`src/rtl/event_recorder.sv`:
```
// Alarm event recorder: edge-detects armed/siren_active, timestamps each event
// and queues it in an 8-entry show-ahead FIFO with a saturating lost-event count.
module event_recorder (
  input  logic        clock,
  input  logic        reset,
  input  logic        armed,
  input  logic        siren_active,
  input  logic        one_hz_enable,
  input  logic        clear,
  input  logic        pop,
  output logic [13:0] rd_data,
  output logic        empty,
  output logic        full,
  output logic [3:0]  count,
  output logic [7:0]  overflow,
  output logic [11:0] seconds
);
  localparam int unsigned TS_W    = 12;
  localparam int unsigned TYPE_W  = 2;
  localparam int unsigned ENTRY_W = TYPE_W + TS_W;
  localparam int unsigned DEPTH   = 8;
  localparam int unsigned PTR_W   = 3;
  localparam int unsigned CNT_W   = 4;
  localparam int unsigned OVF_W   = 8;
  localparam int unsigned N_TYPES = 4;

  // Event type codes double as pending-bit indices.
  localparam logic [TYPE_W-1:0] T_ARMED     = 2'd0;
  localparam logic [TYPE_W-1:0] T_DISARMED  = 2'd1;
  localparam logic [TYPE_W-1:0] T_ALARM     = 2'd2;
  localparam logic [TYPE_W-1:0] T_ALARM_CLR = 2'd3;

  logic                 armed_q, siren_q;
  logic [N_TYPES-1:0]   pend_q;
  logic [TS_W-1:0]      pend_ts_q [N_TYPES];
  logic [ENTRY_W-1:0]   mem [DEPTH];
  logic [PTR_W-1:0]     wr_ptr, rd_ptr;
  logic [CNT_W-1:0]     cnt_q;
  logic [OVF_W-1:0]     ovf_q;
  logic [TS_W-1:0]      sec_q;

  logic [N_TYPES-1:0]   edges, collide, cand, sel_mask, pend_next;
  logic [TYPE_W-1:0]    sel;
  logic [TS_W-1:0]      sel_ts;
  logic                 any_cand, do_pop, do_push, drop;
  logic [2:0]           ovf_inc;
  logic [OVF_W:0]       ovf_sum;
  logic [OVF_W-1:0]     ovf_next;
  logic [CNT_W-1:0]     cnt_next;

  // Edge detect against last cycle's levels; new edges bypass straight into selection.
  always_comb begin
    edges              = '0;
    edges[T_ARMED]     = armed & ~armed_q;
    edges[T_DISARMED]  = ~armed & armed_q;
    edges[T_ALARM]     = siren_active & ~siren_q;
    edges[T_ALARM_CLR] = ~siren_active & siren_q;
    collide            = edges & pend_q;
    cand               = pend_q | edges;
    any_cand           = |cand;
  end

  // Priority: ALARM > ALARM_CLR > ARMED > DISARMED.
  always_comb begin
    sel = T_DISARMED;
    if (cand[T_ALARM])          sel = T_ALARM;
    else if (cand[T_ALARM_CLR]) sel = T_ALARM_CLR;
    else if (cand[T_ARMED])     sel = T_ARMED;
    sel_mask = any_cand ? (N_TYPES'(1) << sel) : '0;
    sel_ts   = pend_q[sel] ? pend_ts_q[sel] : sec_q;
  end

  // FIFO handshake, lost-event accounting and occupancy.
  always_comb begin
    do_pop    = pop & (cnt_q != '0);
    do_push   = any_cand & ((cnt_q != CNT_W'(DEPTH)) | do_pop);
    drop      = any_cand & ~do_push;
    pend_next = cand & ~sel_mask;
    ovf_inc   = 3'(collide[0]) + 3'(collide[1]) + 3'(collide[2]) + 3'(collide[3]) + 3'(drop);
    ovf_sum   = (OVF_W+1)'(ovf_q) + (OVF_W+1)'(ovf_inc);
    ovf_next  = (ovf_sum > (OVF_W+1)'(255)) ? OVF_W'(255) : ovf_sum[OVF_W-1:0];
    cnt_next  = cnt_q;
    case ({do_push, do_pop})
      2'b10:   cnt_next = cnt_q + CNT_W'(1);
      2'b01:   cnt_next = cnt_q - CNT_W'(1);
      default: cnt_next = cnt_q;
    endcase
  end

  always_ff @(posedge clock or negedge reset) begin
    if (!reset) begin
      armed_q <= 1'b0;
      siren_q <= 1'b0;
      pend_q  <= '0;
      for (int t = 0; t < N_TYPES; t++) pend_ts_q[t] <= '0;
      wr_ptr  <= '0;
      rd_ptr  <= '0;
      cnt_q   <= '0;
      ovf_q   <= '0;
      sec_q   <= '0;
    end else begin
      armed_q <= armed;
      siren_q <= siren_active;
      if (clear) begin
        pend_q <= '0;
        wr_ptr <= '0;
        rd_ptr <= '0;
        cnt_q  <= '0;
        ovf_q  <= '0;
        sec_q  <= '0;
      end else begin
        pend_q <= pend_next;
        for (int t = 0; t < N_TYPES; t++)
          if (edges[t] && !pend_q[t]) pend_ts_q[t] <= sec_q;
        if (do_push) wr_ptr <= wr_ptr + PTR_W'(1);
        if (do_pop)  rd_ptr <= rd_ptr + PTR_W'(1);
        cnt_q <= cnt_next;
        ovf_q <= ovf_next;
        if (one_hz_enable) sec_q <= sec_q + TS_W'(1);
      end
    end
  end

  // Storage array needs no reset: rd_data is masked while empty.
  always_ff @(posedge clock) begin
    if (!clear && do_push) mem[wr_ptr] <= {sel, sel_ts};
  end

  assign empty    = (cnt_q == '0);
  assign full     = (cnt_q == CNT_W'(DEPTH));
  assign count    = cnt_q;
  assign overflow = ovf_q;
  assign seconds  = sec_q;
  assign rd_data  = empty ? '0 : mem[rd_ptr];

endmodule

```
`config.mk`:
```
export PLATFORM = sky130hd
export DESIGN_NAME = event_recorder
export DESIGN_NICKNAME = d
export VERILOG_FILES = /design/src/rtl/event_recorder.sv
export SDC_FILE = /design/constraint.sdc
export NUM_CORES = 1
export LEC_CHECK = 0
export ABC_AREA = 1
export CAP_MARGIN = 10
export CORE_UTILIZATION = 45
export CTS_BUF_LIST = sky130_fd_sc_hd__clkbuf_4
export DETAILED_ROUTE_END_ITERATION = 8
export PLACE_DENSITY = 0.63
export SETUP_SLACK_MARGIN = 0.5
export SYNTH_ARGS = -nofsm -noshare
export SYNTH_HDL_FRONTEND = slang
export SYNTH_SLANG_ARGS = --single-unit
```
`constraint.sdc`:
```
create_clock -name clock -period 4.7 [get_ports clock]
set_clock_uncertainty 0.15 [all_clocks]
set_input_delay 0.705 -clock clock [delete_from_list [all_inputs] [get_ports clock]]
set_output_delay 0.705 -clock clock [all_outputs]
set_load 0.1 [all_outputs]
```
Yosys cells after proc, flatten, opt, wreduce, memory -nomap -nowiden:

Memories as Yosys holds them, arrays and structs flattened.
Index checks and enable logic that the tools add are counted.

* memory bits (writable): 112
* input bits: 7
* output and inout bits: 40
* memories: 1
* flip-flop bits (word level): 84

* equal/unequal tests: 4
* reduce and logical (&&, ||, !) cells: 21
* shifts and indexed selects: 1
* order comparisons: 3
* bitwise gates (word level): 19
* $add $sub $neg: 10
* mux-type cells: 24

Memories
* mem: words 8, width 14, rd ports 1, clocked after memory_dff 0, write ports 1, RTL line 36 `logic [ENTRY_W-1:0] mem [DEPTH];`

Operators with widths (count)
* $mux 12: 5
* $bmux 12 s2: 1
* $mux 8: 2
* $mux 14: 1
* $add 12x1->12 const B: 1
* $mux 3: 4
* $mux 4: 3
* $add 8x3->9: 1
* $gt 9x8->1 const B: 1
* $and 4x4->4: 2
* $pmux 4 s2: 1
* $reduce_and 2->1: 4
* $and 1x1->1: 7
* $add 3x1->3: 2
* $add 3x1->3 const B: 2
* $not 1->1: 6
* $reduce_bool 2->1: 3
* $logic_and 1x1->1: 5
* $logic_not 1->1: 5
* $add 4x1->4 const B: 1
* $eq 4x4->1 const B: 1
* $logic_not 4->1: 1
* $mux 1: 4
* $mux 2: 2
* other kinds (17): 17

Longest topological paths before layout:

Gate-level depths: netlist (run 1).

* depth in word-level cells: 12
* gate-level depth with buffers: 17
* depth with buffers taken out: 15

Worst setup path before layout (run 1):

No wires, ideal clock.

* kind: register to output
* start: register cnt_q[3] (netlist: count[3])
* end: output full
* data arrival time: 4023 ps
* cell stages (with the launch flop): 3
* path buffers: 0
* slack: -178 ps
* cells stage by stage: dfrtp_1 -> inv_1 -> nor4_1

* word-level cells in the longest chain between the ends: 1

Ends and longest elaborated chain
* from (decl): RTL line 38 `logic [CNT_W-1:0] cnt_q;`
* from (signal assigned): RTL line 117 `cnt_q <= cnt_next;`
* $eq 4x4->1: RTL line 130 `assign full = (cnt_q == CNT_W'(DEPTH));`
* to (decl): RTL line 13 `output logic full,`

No other way between the ends.

Final worst setup path (run 1):

* start: input armed
* end: register ovf_q[5] (netlist: overflow[5])

* word-level cells in the longest chain between the ends: 12
* elaborated cells on any way between the ends: 17
* classes of those cells: add/sub: 5; order compare: 1; mux: 2; bitwise: 8; reduce/logical: 1

Ends and longest elaborated chain
* from (decl): RTL line 6 `input logic armed,`
* branches (longest 7 deep; another with $add 2x1->3)
* $add 3x1->3 *: RTL line 79 `ovf_inc = 3'(collide[0]) + 3'(collide[1]) + 3'(collide[2]) + 3'(collide[3]) + 3'(drop);`
* $add 8x3->9 *: RTL line 80 `ovf_sum = (OVF_W+1)'(ovf_q) + (OVF_W+1)'(ovf_inc);`
* $gt 9x8->1: RTL line 81 `ovf_next = (ovf_sum > (OVF_W+1)'(255)) ? OVF_W'(255) : ovf_sum[OVF_W-1:0];`
* $mux 8 *: RTL line 81
* $mux 8 *: RTL line 104 `if (clear) begin`
* to (signal assigned): RTL line 118 `ovf_q <= ovf_next;`
* to (decl): RTL line 39 `logic [OVF_W-1:0] ovf_q;`

Mark *: on every way between the ends.
A chain may end at the register's enable or synchronous reset.

==> results of run 1 <==
## synthesized netlist by cell type, drive strengths merged (4+ instances only)
master    n  area (um^2)
clkbuf   17         63.8
nand3    42          233
dfrtp    84         2100
nor2    176          678
inv      47          176
o21ai   149          746
o32ai    14          123
nor3      4         20.0
fa        4         80.1
edfxtp  112         3360
ha        9          113
nand2   160          616
buf      26          164
nand4    14         87.6
a21oi    18          116
## cell families (layout without fill, tap and decap cells)
logic type | count (synthesis) | count (layout)
and+or+nand+nor | 401 | 401
DFF | 196 | 196
AOI/OAI and AO/OA | 184 | 184
buffers and inverters | 90 | 142
adders and majority gates | 13 | 13
xor gates and xnor gates | 4 | 4
other | 1 | 2
## path summary, 6_finish.rpt
| kind | slack, ns | from | endpoint | cells past startpoint |
|---|---|---|---|---|
| setup reg to reg | 1.13 | siren_q | overflow[5] | 14 |
| max in group asynchronous | 3.51 | reset | pend_ts_q[43] | 2 |
| hold / removal | 0.02 | reset | overflow[7] | 1 |
| min in group clock | 0.35 | pend_ts_q[2] | pend_ts_q[2] | 2 |
| hold reg to reg | 0.35 | pend_ts_q[2] | pend_ts_q[2] | 2 |
| setup / recovery | 0.94 | armed | overflow[5] | 14 |
## layer usage
| layer | share of wire, % | wire, um | up-vias |
|---|---|---|---|
| li1 | - | - | 3103 |
| met1 | 46 | 8840 | 2940 |
| met2 | 49 | 9450 | 129 |
| met3 | 3.9 | 745 | 15 |
| met4 | 0.94 | 181 | 0 |
| met5 | 0 | 0 | - |
## registers in the layout, indices dropped and copies added, names as in the netlist
| register | count |
|---|---|
| mem | 112 |
| pend_ts_q | 48 |
| seconds | 12 |
| overflow | 8 |
| count | 4 |
| pend_q | 4 |
| rd_ptr | 3 |
| wr_ptr | 3 |
| armed_q | 1 |
| siren_q | 1 |
## power by group
group	internal (uW)	leakage (uW)	total (uW)	switching (uW)
registers	1920	0.00219	1970	47.3
clock network	341	0.000164	935	594
logic	373	0.00155	1680	1310
## layout make-up
type / instances / area (um^2)
Inverter: 47 / 176
Multi-Input combinational cell: 603 / 2910
Tap cell: 260 / 325
Fill cell: 1790 / 9160
Timing Repair Buffer: 64 / 558
Clock buffer: 18 / 135
Antenna cell: 1 / 2.50
Sequential cell: 196 / 5470
Clock inverter: 13 / 164
## stage by stage
| stage | power [uW] | area (um^2) | utilization, % | instances | hold WS (ns) |
|---|---|---|---|---|---|
| after floorplan | 3320 | 8780 | - | 889 | 0.259 |
| after global placement | 3690 | 9430 | 49.9 | 1170 | 0.312 |
| after detailed placement | 3700 | 9430 | 49.9 | 1170 | 0.318 |
| after CTS | 4620 | 9730 | 51.5 | 1201 | 0.0266 |
| after global routing | 4820 | 9730 | 51.5 | 1202 | 0.0513 |
| final | 4590 | 9730 | 51.5 | 1202 | 0.0222 |
==> out/results.ini, run 1 <==
[synthesis]
synthAdderAreaFrac_pct=2.20
yosysWarningCount=0
synth_edf_count=112
synth_mux_area_share_pct=0
ys_seq_area_share_pct=62.3
async_flop_share_pct=42.9
synth_top_family_by_area=simple AND/OR/NAND/NOR gates
synth_cell_type_count=34
synth_compound_area_share_pct=11.4
syn_area_per_cell_um2=9.87
syn-cell-area_mm2=0.00877
synth-simple-area-share_pct=19.0
syn_inst=889
ys_ff_latch=196
synthFlopType=edfxtp_1
synthXorXnorAreaFrac_pct=0.399
syn_nets=909

[global_route]
grt_use_met3_pct=3.17
grt_max_degree=60
grt_util_met1_pct=27.8
grt_pass1_vias=5805
grt_busiest_layer=met2
grt_antenna_before_repair=1
grt_usage_pct=20.4
met2_usage_pct=33.8
overflow=0
grt_pass1_wl_um=31100

[run_status]
status=finished, final reports clean

[placement]
pre_cts_ws_ns=0.354
numPortBuffers=46
gp_congestion=0.774
dpl.hpwl_um=11600

[setup_path]
crit_path_max_incr_delay_ns=0.57
cp_top_family=adder cells
cp.required_ns=5.09
cp_max_fo=6
critPathSlowestCell=fa_1
crit_arrival_ns=4.15
crit_path_start_kind=input pin
crit_chain=clkdlybuf4s50_1 > nand2_1 > nor2_1 > fa_1 > fa_1 > ha_1 > inv_1 > fa_1 > or2_2 > a21oi_4 > nand4_1 > o21ai_0 > nand2_1 > inv_1
worstSetupPathType=input pin to flop
crit_top_cell=fa_1
endpoint_kind=flop
critical_path_buf_inv_count=3

[route]
drt_iter0_drc=413
dr.pass1.iters=5
post_drt_wl_per_cell_um=16.0
drt-vias-per-instance=5.15
routed_wl_um=19200
drc=0
ant_nets=0
vias=6187

[min_path]
hold_path_class=input pin to asynchronous set/reset pin

[cts]
hold_buffers=0
numCtsBuffers=17
root_buffer=clkbuf_4
h-tree-depth=4
post_cts_buffers=0
clockBufferDepth=2
clk_pin_slew_ns=0.16
cts_tree=done
ctsResizeCount=0
cts_num_sinks=196
insertion_delay_ns=0.58

[finish]
final_cell_mix=nor2_1, nand2_1, o21ai_0
drive_gt1_share_pct=9.25
synthToLayoutAreaGrowth_pct=11.0
final_nets=949
final_common_cell=nor2_1

[sta]
tns_ns=0
tightest_slew_ns=1.00
slew_violations=0
finalCritPeriodShare_pct=79.9
slew_headroom_pct=32.9
hold_viol=0
max_freq_mhz=266
period_minus_slack_ns=3.76
rsz0062_at_grt=no
setup_violations=0
finalWorstSetupSlack_ns=0.944

[floorplan]
rows=50
dieArea_mm2=0.0201
start_util_pct=46.4
boundaryPins=47
core_mm2=0.0189
fp.dieH_um=142
fp.dieW_um=142

[pwr]
p_per_area_mw_per_mm2=471
irDropWorstVdd_uv=211
power_leakage_uw=0.00391

[flow_run]
maxCapViolCount=0

Power figures use the tool's default switching activity.
==> run 2: changes to the inputs <==
Settings changed: PLACE_DENSITY 0.63 to 0.65.
Clock period 4.7 ns to 3.4 ns, I/O delays scaled along.
==> out/results.ini, run 2 (synthesis gave the netlist of run 1 again) <==
[run_status]
status=finished, final reports clean

[placement]
gp_congestion=0.766
dpl.hpwl_um=12200
numPortBuffers=46
postPlaceCellArea_mm2=0.00981

[sta]
period_minus_slack_ns=3.26
slew_violations=0
hold_viol=0
whs_ns=0.317
max_freq_mhz=306
finalCritPeriodShare_pct=96.0
setup_violations=0
tightest_slew_ns=0.959
slew_headroom_pct=35.9
rsz0062_at_grt=yes

[min_path]
hold_path_class=input pin to flop
min_path_cells=1
min_from=armed
min_to=armed_q

[cts]
root_buffer=clkbuf_4
cts_num_sinks=196
h-tree-depth=4
clk_pin_slew_ns=0.16
clockBufferDepth=2
cts_tree=done
numCtsBuffers=17
insertion_delay_ns=0.58

[pwr]
power_leakage_uw=0.00435
irDropWorstVdd_uv=250
power_uw=7280
p_switching_uw=3100
swShare_pct=42.5
pwr-share-clk_pct=16.8
pwr-share-comb_pct=45.4
internal_power_uw=4190
seq_power_share_pct=37.8
p_per_area_mw_per_mm2=679

[finish]
final_common_cell=nand2_1
synthToLayoutAreaGrowth_pct=22.4
fillerInstances=1663
final_nets=998
top_register=mem
final_cell_area_mm2=0.0107
final_cell_mix=nand2_1, nor2_1, edfxtp_1
final_core_util_pct=56.8
largest_reg_flops=112
drive_gt1_share_pct=22.9

[setup_path]
r2r-end=overflow[2]
rrSetupSlack_ns=0.14
critPathSlowestCell=clkdlybuf4s50_1
endpoint_kind=flop
crit_path_max_incr_delay_ns=0.54
critical_path_buf_inv_count=3
reg2reg_depth=13
crit_chain=clkdlybuf4s50_1 > nand2_4 > nor2_4 > fa_1 > fa_1 > ha_2 > inv_2 > fa_2 > or2_4 > a21oi_4 > nand4_1 > buf_4 > a21oi_1
crit_arrival_ns=3.62
crit_path_start_kind=input pin
cp.required_ns=3.76
worstSetupPathType=input pin to flop
cp_max_fo=4
cp_top_family=adder cells
crit_top_cell=fa_1
timing.rr.start=armed_q

[floorplan]
dieArea_mm2=0.0201
rows=50
boundaryPins=47
core_mm2=0.0189
fp.dieH_um=142
start_util_pct=46.4
fp.dieW_um=142

[global_route]
grt_pass1_vias=6087
grt_pass1_wl_um=31700
overflow=0
grt_max_degree=59
grt_antenna_before_repair=1
grt_usage_pct=20.8

[route]
dr.pass1.iters=5
ant_nets=0
drt_iter0_drc=479
post_drt_wl_per_cell_um=16.8
routed_wl_um=21000
vias=6564
drt-vias-per-instance=5.24
drc=0

[flow_run]
maxCapViolCount=0

-- run 2: cell types whose count changed in the layout (fill, tap and decap cells not counted), moves of 25 or more --
cell             before  now
buf_4                33   71
clkdlybuf4s50_1      31    6
nor2_1              173  139
nor2_2                1   28
o21ai_0             146  111
o21ai_1               3   32
-- run 2: worst max-delay path by stage --
stage / from / slack [ns] / to / depth (start not counted)
3_3_place_gp: armed / -0.45 / overflow[3] / 14
2_1_floorplan: overflow[0] / 0.15 / overflow[5] / 11
6_report: armed / 0.14 / overflow[2] / 13
5_1_grt: armed_q / -0.02 / overflow[1] / 13
4_1_cts: armed_q / 0.12 / overflow[5] / 14
3_5_place_dp: armed / -0.55 / overflow[3] / 14
-- run 2: power groups by stage --
stage,registers [uW],clock network (uW),logic (uW)
after global placement,2800,0,2720
after CTS,2730,1250,2820
after global routing,2760,1340,3500
after detailed placement,2800,0,2750
after floorplan,2890,0,1770
final,2750,1230,3310
-- run 2: cell type report --
cell class	count	area [um^2]	share of cell area, %
Clock buffer	17	128	1.19
Timing Repair Buffer	113	1270	11.9
Tap cell	260	325	3.03
Antenna cell	1	2.50	0.0233
Sequential cell	196	5480	51.0
Clock inverter	15	158	1.47
Multi-Input combinational cell	603	3180	29.6
Inverter	47	193	1.80
-- run 2: stage by stage --
| stage | setup slack [ns] | setup TNS, ns | std cells |
|---|---|---|---|
| after detailed placement | -0.549 | -4.08 | 1194 |
| after floorplan | 0.150 | 0 | 889 |
| after global routing | -0.0166 | -0.0433 | 1252 |
| after CTS | 0.121 | 0 | 1232 |
| after global placement | -0.445 | -3.12 | 1194 |
| final | 0.137 | 0 | 1252 |
-- run 2: per-layer routing --
metal | routed length [um] | track usage, %
met1 | 9320 | 27.0
met2 | 10600 | 35.8
met3 | 778 | 3.31
met4 | 289 | 6.90
met5 | 0 | 0
-- run 2: what timing repair did --
item | in CTS | in global routing
hold endpoints to repair | 49 | 0
gates resized for setup | 14 | 109
buffers inserted | 5 | 13
hold buffers | 1 | 0
cloned | 0 | 6
pin swaps | 2 | 36
setup endpoints to repair | 22 | 22
==> run 3: changes to the inputs <==
Settings changed: ABC_CLOCK_PERIOD_IN_PS set to 3400, CTS_BUF_LIST sky130_fd_sc_hd__clkbuf_4 to not set.
==> out/results.ini, run 3 (synthesis gave the netlist of run 1 again) <==
[run_status]
status=finished, final reports clean

[floorplan]
boundaryPins=47
dieArea_mm2=0.0201
rows=50
core_mm2=0.0189
fp.dieH_um=142
start_util_pct=46.4
fp.dieW_um=142

[setup_path]
crit_arrival_ns=3.46
endpoint_kind=flop
crit_path_start_kind=flop
cp_max_fo=4
worstSetupPathType=flop to flop
cp.required_ns=3.60

[finish]
largest_reg_flops=112
num_antenna_cells=0
final_cell_area_mm2=0.0105
fillerInstances=1690
synthToLayoutAreaGrowth_pct=19.4
final_cell_mix=nor2_1, nand2_1, o21ai_0
final_nets=978
final_common_cell=nor2_1
top_register=mem
drive_gt1_share_pct=17.0

[placement]
dpl.hpwl_um=12200
numPortBuffers=46
postPlaceCellArea_mm2=0.00981
pre_cts_ws_ns=-0.549
gp_congestion=0.766

[route]
dr.pass1.iters=4
wl_met3_um=613
ant_nets=0
vias=6418
dr_wl_met2_um=9850
routed_wl_um=19700
wl_met1_um=8930
drt-vias-per-instance=5.21
post_drt_wl_per_cell_um=16.0
drc=0
drt_iter0_drc=401
top_layer_used=met4

[cts]
clk_pin_slew_ns=0.07
root_buffer=clkbuf_16
numCtsBuffers=17
cts_num_sinks=196
insertion_delay_ns=0.44
clockBufferDepth=2
h-tree-depth=4
cts_tree=done

[pwr]
p_per_area_mw_per_mm2=716
power_uw=7500
power_leakage_uw=0.00428
irDropWorstVdd_uv=422

[sta]
max_freq_mhz=308
hold_viol=0
tightest_slew_ns=0.959
finalWorstSetupSlack_ns=0.149
period_minus_slack_ns=3.25
slew_headroom_pct=35.9
rsz0062_at_grt=yes
setup_violations=0
finalCritPeriodShare_pct=95.6
slew_violations=0

[global_route]
grt_pass1_vias=6110
grt_max_degree=59
overflow=0
grt_usage_pct=20.9
grt_antenna_before_repair=0
grt_pass1_wl_um=31800

[flow_run]
maxCapViolCount=0

[min_path]
hold_path_class=input pin to flop

run 3: cell types whose count changed in the layout (fill, tap and decap cells not counted), sizes merged:
cell	before	now
clkinv	6	5
buf	101	85
clkbuf	22	18
inv	54	56
clkdlybuf4s50	6	4
dlygate4sd2	0	2
diode	1	0
clkinvlp	2	1
run 3: metal layers:
metal / global-route usage (%) / vias up
met5: 0 / -
met2: 35.4 / 121
met1: 27.1 / 3109
met3: 3.24 / 23
li1: - / 3165
met4: 7.64 / 0
run 3: repair_timing:
item,in CTS,in global routing
hold buffers,1,0
pin swaps,5,5
hold endpoints to repair,49,0
setup buffers,2,2
resized for setup,9,8
gates cloned,0,0
setup endpoints to repair,22,22
run 3: layout make-up:
class / count / area (um^2) / share of cell area [%]
flip-flops and latches: 196 / 5480 / 52.3
clock buffers: 17 / 425 / 4.06
repair buffers: 93 / 940 / 8.97
inverters: 47 / 176 / 1.68
multi-input cells: 603 / 2970 / 28.4
clock inverters: 15 / 158 / 1.50
well taps: 260 / 325 / 3.11
run 3: stage by stage:
| stage | utilization [%] | hold WS, ns | setup TNS, ns | cells |
|---|---|---|---|---|
| 2_1_floorplan | - | 0.0644 | 0 | 889 |
| 3_3_place_gp | 51.9 | 0.310 | -3.12 | 1194 |
| 3_5_place_dp | 51.9 | 0.318 | -4.08 | 1194 |
| 4_1_cts | 55.2 | 0.186 | 0 | 1229 |
| 5_1_grt | 55.5 | 0.231 | -0.0808 | 1231 |
| 6_report | 55.5 | 0.197 | 0 | 1231 |
run 3: final timing paths:
kind | startpoint | to | slack, ns | depth (start not counted)
setup / recovery | siren_q | overflow[2] | 0.15 | 13
hold / removal | armed | armed_q | 0.20 | 1
setup reg to reg | siren_q | overflow[2] | 0.15 | 13
hold reg to reg | pend_ts_q[6] | pend_ts_q[6] | 0.34 | 2
max in group asynchronous | reset | seconds[4] | 1.89 | 3
min in group asynchronous | reset | overflow[0] | 0.50 | 2
run 3: worst max-delay path: stages (launching register included):
cell,delay (ns)
dfrtp_1,0.41
inv_2,0.09
nand2_4,0.05
nor2_4,0.09
fa_1,0.44
fa_1,0.52
ha_2,0.18
inv_2,0.04
fa_2,0.33
or2_4,0.28
a21oi_4,0.13
nand4_1,0.14
buf_4,0.19
a21oi_1,0.13
run 3: power breakdown:
part / leakage, uW / total [uW] / internal [uW] / switching [uW]
combinational: 0.00181 / 2790 / 854 / 1930
clock: 0.000285 / 1980 / 988 / 988
sequential: 0.00218 / 2740 / 2660 / 84.1
